===== src/rtl/merge_write_arbiter.sv =====
// Write-port front end for the shared channel-merge FIFO: runs the FIFO reset/init
// sequence, round-robin arbitrates TDC channels, tags words with channel ID, counts WRERR.
module merge_write_arbiter #(
  parameter int unsigned N_CH        = 4,
  parameter int unsigned CH_W        = 2,
  parameter int unsigned PAYLOAD_W   = 30,
  parameter int unsigned RST_CYCLES  = 5,
  parameter int unsigned WAIT_CYCLES = 8
) (
  input  logic                        Wclk,
  input  logic                        rst,
  input  logic                        clear,
  input  logic [N_CH-1:0]             ch_valid,
  input  logic [N_CH*PAYLOAD_W-1:0]   ch_data,
  output logic [N_CH-1:0]             ch_ready,
  input  logic                        fifo_almost_full,
  input  logic                        fifo_full,
  input  logic                        fifo_wrerr,
  output logic                        fifo_rst,
  output logic                        fifo_wren,
  output logic [31:0]                 fifo_din,
  output logic                        running,
  output logic [CH_W-1:0]             last_grant,
  output logic [15:0]                 wrerr_count
);

  localparam int unsigned CNT_MAX = (RST_CYCLES > WAIT_CYCLES) ? RST_CYCLES : WAIT_CYCLES;
  localparam int unsigned CNT_W   = $clog2(CNT_MAX + 1);
  localparam int unsigned DIN_W   = 32;
  localparam int unsigned ERR_W   = 16;

  typedef enum logic [1:0] {S_RST, S_WAIT, S_RUN} state_e;

  state_e             state_q, state_d;
  logic [CNT_W-1:0]   cnt_q, cnt_d;
  logic               fifo_rst_q, fifo_rst_d;
  logic               wren_q, wren_d;
  logic [DIN_W-1:0]   din_q, din_d;
  logic               running_q, running_d;
  logic [CH_W-1:0]    last_q, last_d;
  logic [ERR_W-1:0]   err_q, err_d;

  logic               arb_en;
  logic               grant_vld;
  logic [CH_W-1:0]    grant_id;
  logic [CH_W-1:0]    scan_idx;
  logic [PAYLOAD_W-1:0] payload [N_CH];

  for (genvar g = 0; g < N_CH; g++) begin : g_unpack
    assign payload[g] = ch_data[g*PAYLOAD_W +: PAYLOAD_W];
  end

  // Round-robin scan starting one past the last granted channel
  always_comb begin
    grant_vld = 1'b0;
    grant_id  = '0;
    scan_idx  = '0;
    arb_en    = (state_q == S_RUN) && !fifo_almost_full && !fifo_full;
    for (int unsigned k = 1; k <= N_CH; k++) begin
      scan_idx = last_q + CH_W'(k);
      if (arb_en && !grant_vld && ch_valid[scan_idx]) begin
        grant_vld = 1'b1;
        grant_id  = scan_idx;
      end
    end
    ch_ready = grant_vld ? (N_CH'(1) << grant_id) : '0;
  end

  // Sequencer, write register and error counter next-state
  always_comb begin
    state_d    = state_q;
    cnt_d      = cnt_q;
    fifo_rst_d = fifo_rst_q;
    wren_d     = 1'b0;
    din_d      = din_q;
    running_d  = running_q;
    last_d     = last_q;
    err_d      = err_q;

    if (fifo_wrerr && (err_q != '1)) err_d = err_q + ERR_W'(1);

    if (clear) begin
      // Any word granted this cycle is dropped
      state_d    = S_RST;
      cnt_d      = '0;
      fifo_rst_d = 1'b1;
      running_d  = 1'b0;
      last_d     = CH_W'(N_CH - 1);
      err_d      = '0;
    end else begin
      case (state_q)
        S_RST: begin
          fifo_rst_d = 1'b1;
          if (cnt_q == CNT_W'(RST_CYCLES - 1)) begin
            state_d    = S_WAIT;
            cnt_d      = '0;
            fifo_rst_d = 1'b0;
          end else begin
            cnt_d = cnt_q + CNT_W'(1);
          end
        end
        S_WAIT: begin
          if (cnt_q == CNT_W'(WAIT_CYCLES - 1)) begin
            state_d   = S_RUN;
            cnt_d     = '0;
            running_d = 1'b1;
          end else begin
            cnt_d = cnt_q + CNT_W'(1);
          end
        end
        S_RUN: begin
          if (grant_vld) begin
            wren_d = 1'b1;
            din_d  = {grant_id, payload[grant_id]};
            last_d = grant_id;
          end
        end
        default: begin
          state_d    = S_RST;
          cnt_d      = '0;
          fifo_rst_d = 1'b1;
          running_d  = 1'b0;
        end
      endcase
    end
  end

  always_ff @(posedge Wclk or negedge rst) begin
    if (!rst) begin
      state_q    <= S_RST;
      cnt_q      <= '0;
      fifo_rst_q <= 1'b1;
      wren_q     <= 1'b0;
      din_q      <= '0;
      running_q  <= 1'b0;
      last_q     <= CH_W'(N_CH - 1);
      err_q      <= '0;
    end else begin
      state_q    <= state_d;
      cnt_q      <= cnt_d;
      fifo_rst_q <= fifo_rst_d;
      wren_q     <= wren_d;
      din_q      <= din_d;
      running_q  <= running_d;
      last_q     <= last_d;
      err_q      <= err_d;
    end
  end

  assign fifo_rst    = fifo_rst_q;
  assign fifo_wren   = wren_q;
  assign fifo_din    = din_q;
  assign running     = running_q;
  assign last_grant  = last_q;
  assign wrerr_count = err_q;

endmodule


===== config.mk =====
export PLATFORM = sky130hd
export DESIGN_NAME = merge_write_arbiter
export DESIGN_NICKNAME = d
export VERILOG_FILES = /design/src/rtl/merge_write_arbiter.sv
export SDC_FILE = /design/constraint.sdc
export NUM_CORES = 1
export LEC_CHECK = 0
export CORE_ASPECT_RATIO = 1.4
export CORE_MARGIN = 8
export CORE_UTILIZATION = 48
export CTS_CLUSTER_DIAMETER = 60
export DETAILED_ROUTE_END_ITERATION = 8
export GPL_ROUTABILITY_DRIVEN = 0
export PLACE_DENSITY = 0.88
export SYNTH_ARGS = -nofsm -noshare
export SYNTH_HDL_FRONTEND = slang
export SYNTH_SLANG_ARGS = --single-unit

===== constraint.sdc =====
create_clock -name Wclk -period 4.4 [get_ports Wclk]
set_clock_uncertainty 0.15 [all_clocks]
set_input_delay 0.44 -clock Wclk [delete_from_list [all_inputs] [get_ports Wclk]]
set_output_delay 0.44 -clock Wclk [all_outputs]
set_load 0.01 [all_outputs]

Word level (Yosys, flattened, before mapping)
Cells that the tools add are included.
- register bits after elaboration: 59
- input bits: 130
- word-level logic and storage cells: 98
- output and inout bits: 57
- magnitude comparators: 5
- reduce and logical (&&, ||, !) cells: 25
- $add $sub $neg: 5
- mux-type cells: 42
- equality and inequality tests: 10
- bitwise operators: 2
- shifts and indexed selects: 1
- operators with widths (cell ; count):
    $bmux 30 s2 ; 1
    $mux 30 ; 2
    $mux 16 ; 2
    $mux 2 ; 10
    $add 16x1->16 const B ; 1
    $mux 4 ; 4
    $ne 16x16->1 const B ; 1
    $mux 1 ; 15
    $lt 2x3->1 const B ; 4
    $pmux 4 s3 ; 1
    $logic_and 1x1->1 ; 10
    $bmux 1 s2 ; 4
    $eq 4x3->1 const B ; 2
    $ne 3x3->1 const B ; 2
    $pmux 2 s3 ; 1
    $reduce_and 3->1 ; 2
    $reduce_bool 2->1 ; 3
    $logic_not 1->1 ; 5
    $add 2x2->2 const B ; 2
    $add 4x1->4 const B ; 1
    $ne 2x1->1 const B ; 2
    $pmux 1 s2 ; 2
    $reduce_and 2->1 ; 2
    $reduce_or 2->1 ; 2
    other kinds (9) ; 9

Depth between registers and ports, before layout
- word-level depth: 21
- depth in mapped cells: 8
- gate-level depth less buffers: 7

Worst setup path before layout
Ideal clock, no wire load.
- path kind: reg2out
- start: register last_q[1] (netlist: last_grant[1])
- end: output ch_ready[0]
- data required time: 3.810 ns
- arrival time: 1.822 ns
- stages on the path, launching flop included: 7
- path slack: 1.988 ns
- path buffers: 2
- path through: dfstp_2 -> buf_2 -> mux2_4 -> a21oi_2 -> a21boi_4 -> buf_2 -> and2_1
- longest elaborated chain between the ends: 19
- elaborated cells on any way between the ends: 31
- those cells by class: add/sub: 3; shift: 1; mux: 17; reduce/logical: 10
- ends and longest elaborated chain (what ; RTL line ; RTL):
    from (decl) ; 40 ; logic [CH_W-1:0] last_q, last_d;
    from (signal assigned) ; 136 ; last_q <= CH_W'(N_CH - 1);
    from (signal assigned) ; 145 ; last_q <= last_d;
    $add 2x1->2 ; 60 ; scan_idx = last_q + CH_W'(k);
    $bmux 1 s2 ; 61 ; if (arb_en && !grant_vld && ch_valid[scan_idx]) begin
    $mux 1 (not written as such) ; 61 ;
    $logic_and 1x1->1 ; 61 ;
    $mux 1 ; 61 ;
    $logic_not 1->1 ; 61 ;
    $logic_and 1x1->1 (2 in a row) ; 61 ;
    $mux 1 ; 61 ;
    $logic_not 1->1 ; 61 ;
    $logic_and 1x1->1 (2 in a row) ; 61 ;
    $mux 1 ; 61 ;
    $logic_not 1->1 ; 61 ;
    $logic_and 1x1->1 (2 in a row) ; 61 ;
    $mux 2 ; 61 ;
    $shl 1x2->4 ; 66 ; ch_ready = grant_vld ? (N_CH'(1) << grant_id) : '0;
    $mux 4 (*) ; 66 ;
    to (decl) ; 15 ; output logic [N_CH-1:0] ch_ready,
Every way passes the cells marked *; elsewhere a longest branch is shown, timed or not. The select of a mux whose other input is x is not followed.

Worst setup path after layout
- start: register state_q[0]
- end: output ch_ready[0]
- longest elaborated chain between the ends: 19
- elaborated cells on any way between the ends: 23
- those cells by class: eq/ne: 1; shift: 1; mux: 9; reduce/logical: 12
- ends and longest elaborated chain (what ; RTL line ; RTL):
    from (decl) ; 34 ; state_e state_q, state_d;
    from (signal assigned) ; 139 ; state_q <= state_d;
    $eq 2x2->1 (*) ; 58 ; arb_en = (state_q == S_RUN) && !fifo_almost_full && !fifo_full;
    $logic_and 1x1->1 (*) (2 in a row) ; 58 ;
    $logic_and 1x1->1 ; 61 ;
    $mux 1 ; 61 ;
    $logic_not 1->1 ; 61 ;
    $logic_and 1x1->1 (2 in a row) ; 61 ;
    $mux 1 ; 61 ;
    $logic_not 1->1 ; 61 ;
    $logic_and 1x1->1 (2 in a row) ; 61 ;
    $mux 1 ; 61 ;
    $logic_not 1->1 ; 61 ;
    $logic_and 1x1->1 (2 in a row) ; 61 ;
    $mux 2 ; 61 ;
    $shl 1x2->4 ; 66 ;
    $mux 4 (*) ; 66 ;
Every way passes the cells marked *; elsewhere a longest branch is shown, timed or not.

==> metrics.cfg <==
[global_route]
track_usage = 0.2672
grt_overflow = 0
grt_pass1_vias = 5337
antenna_found_initial = 0
grt_pass1_wl_microns = 28300
grt_max_degree = 60

[synth]
yosys_warnings = 0
synth.largest_area_cell = dfrtp_1
postSynthAreaPerCell_sq_um = 8.412
synth_cells = 553
ys_seq_area_frac = 0.3182
ys.flop_type = dfrtp_1
async_flop_share = 1.000
synth_cell_types = 50
synth_nets = 690
ys_top_cells_by_area = dfrtp_1 (30%), o211ai_1 (10%), a31oi_1 (8.1%)
synth_edf_count = 0
ys_ff_latch = 59
yosys.area.top_type_share = 0.3012
synth.cell_area_sq_um = 4652

[detailed_routing]
drt_iter0_markers = 452
wl_microns = 17850
drc_errors = 0
wl_per_cell_microns = 21.85
first_pass_iters = 5
ant_nets = 0
via_per_inst = 6.443
vias = 5264

[worst_setup_path]
setup.worst_path.end_class = output port
critPathTopFamily = simple AND/OR/NAND/NOR gates
max_stage_delay_ns = 0.60
required_ns = 3.81
slowest_stage = nor3b_4
critPathLaunchType = flip-flop
critical_path.cell_chain = inv_1 -> ha_1 -> nor3b_4 -> nand2_1 -> nor4_1 -> and2_1 -> clkdlybuf4s50_1
crit_type = flip-flop to output port
cp_max_fo = 11
arrival_ns = 3.17
critPathBufInv = 2

[timing]
fin_crit_sh = 0.8536
hold_violations = 0
finalSetupTns_ns = 0
slew_violations = 0
fin_ws_ns = 0.6440
whs_ns = 0.1300
relSlewSlack = 0.2493
rsz0062_at_grt = false
finalSetupViolations = 0
max_freq_ghz = 0.2662
worst_pin_slew_ns = 1.125
period_needed_ns = 3.756

[placed_design]
dp_hpwl_microns = 12810
dp_cells = 801
portBuffers = 186
placed_cell_area_sq_um = 6500
dp_slack_ns = 0.8997

[cts]
clkLatencyLatePin_ns = 0.33
clockBufferDepth = 2
cts_resized = 0
cts_num_sinks = 59
cts_hold_buf = 0
cts_tree = yes
cts_htree_levels = 3
cts-buffers-inserted = 9
clk_pin_slew_ns = 0.06
cts_root_buf = clkbuf_16
postCtsSetupBuffers = 0

[finish]
nFillCells = 705
final_nets = 839
drive_above_1_share = 0.06931
fin_util = 0.7217
insertedDiodeCount = 0
areaGrowthSynthToFinish_pct = 46.75
final_cells = 817
final_cell_area_sq_um = 6827

[floorplanning]
die_w_microns = 99.20
die_y_microns = 132.5
row_count = 42
die-area_sq_um = 13140
io_pins = 187
start_util = 0.4918
core_sq_um = 9459

[run_status]
status = completed

[pwr]
powerDensity_nw_per_um2 = 258.6
finalPower_mw = 1.765
peakVddDrop_mv = 0.2025
p_leak_nw = 2.519

[job]
maxCapViolCount = 0

[hold_path]
hp-class = primary input to asynchronous set/reset pin

registers in the layout, summed over array words and instances (netlist names):
| register | count |
|---|---|
| fifo_wren | 1 |
| last_grant | 2 |
| wrerr_count | 16 |
| state_q | 2 |
| cnt_q | 4 |
| running | 1 |
| fifo_din | 32 |
| fifo_rst | 1 |
Yosys cell counts (all sizes together), types with 2 or more instances:
| master | number |
|---|---|
| ha | 7 |
| nand4 | 3 |
| o22a | 30 |
| xor2 | 9 |
| nand2b | 4 |
| buf | 17 |
| nor2 | 29 |
| nand2 | 11 |
| or4 | 2 |
| nand3 | 6 |
| dfrtp | 56 |
| o2111ai | 2 |
| o21ai | 39 |
| or3 | 3 |
| mux2i | 3 |
| xnor2 | 4 |
| a22o | 30 |
| dfstp | 3 |
| clkbuf | 45 |
| nand3b | 2 |
| nor2b | 35 |
| o211ai | 65 |
| a211o | 2 |
| a31oi | 60 |
| o21bai | 3 |
| nor3 | 8 |
| inv | 11 |
| and3 | 2 |
| nor3b | 4 |
| and2 | 4 |
| a21oi | 42 |
area by class of cell:
cell class / instances / area (sq um) / area share
Inverter: 11 / 41.29 / 0.006048
Clock buffer: 9 / 225.2 / 0.03299
Clock inverter: 7 / 101.3 / 0.01485
Multi-Input combinational cell: 421 / 2879 / 0.4217
Timing Repair Buffer: 200 / 1962 / 0.2874
Sequential cell: 59 / 1480 / 0.2168
Tap cell: 110 / 137.6 / 0.02016
cells in the final DEF, fill, tap and decap left out, types with 3 or more instances in the layout:
cell type	Yosys	routed
dfstp_2	3	3
mux2i_1	3	3
nor3_1	8	8
clkbuf_16	0	9
ha_1	7	7
o21ai_0	6	6
a21oi_1	41	40
a31oi_1	60	60
dfrtp_1	56	56
clkdlybuf4s50_1	0	185
a22o_1	30	30
o22a_1	30	30
inv_1	11	11
nand2b_1	4	4
xor2_1	9	9
nor2_1	29	29
nor2b_1	35	35
nand3_1	6	6
o21ai_1	33	32
or3_1	3	3
nand2_1	11	11
buf_4	1	14
xnor2_1	4	4
o211ai_1	65	65
nand4_1	3	3
and2_1	3	3
routing by layer:
layer,part of all wire,global-route usage,wire length [microns],up-vias
li1,-,-,-,2423
met1,0.39,0.3043,6911,2500
met2,0.49,0.4511,8745,295
met3,0.089,0.07874,1586,46
met4,0.034,0.1132,609,0
met5,0,0,0,-
worst paths after layout:
kind,slack (ns),cells past startpoint,startpoint,end
max,0.64,7,state_q[0],ch_ready[0]
max in group asynchronous,3.47,2,rst,wrerr_count[12]
max reg2reg,1.35,6,state_q[0],fifo_din[13]
min reg2reg,0.35,2,fifo_din[30],fifo_din[30]
min in group Wclk,0.35,2,fifo_din[30],fifo_din[30]
min,0.13,2,rst,fifo_din[15]
cells by family (layout without fill, tap and decap cells):
| group | count (synthesis) | count (layout) | share of synthesized area |
|---|---|---|---|
| mux | 4 | 4 | 0.009682 |
| simple gates | 117 | 117 | 0.1428 |
| compound gates | 280 | 280 | 0.4166 |
| xor+xnor | 13 | 13 | 0.02448 |
| fa+ha+maj | 7 | 7 | 0.01883 |
| buf+inv | 73 | 227 | 0.06939 |
| flops | 59 | 59 | 0.3182 |
power breakdown:
| group | switching [mW] | internal [mW] |
|---|---|---|
| logic | 0.197 | 0.206 |
| clock network | 0.274 | 0.499 |
| registers | 0.0246 | 0.564 |
| total | 0.495 | 1.27 |
Power figures use the tool's default switching activity.
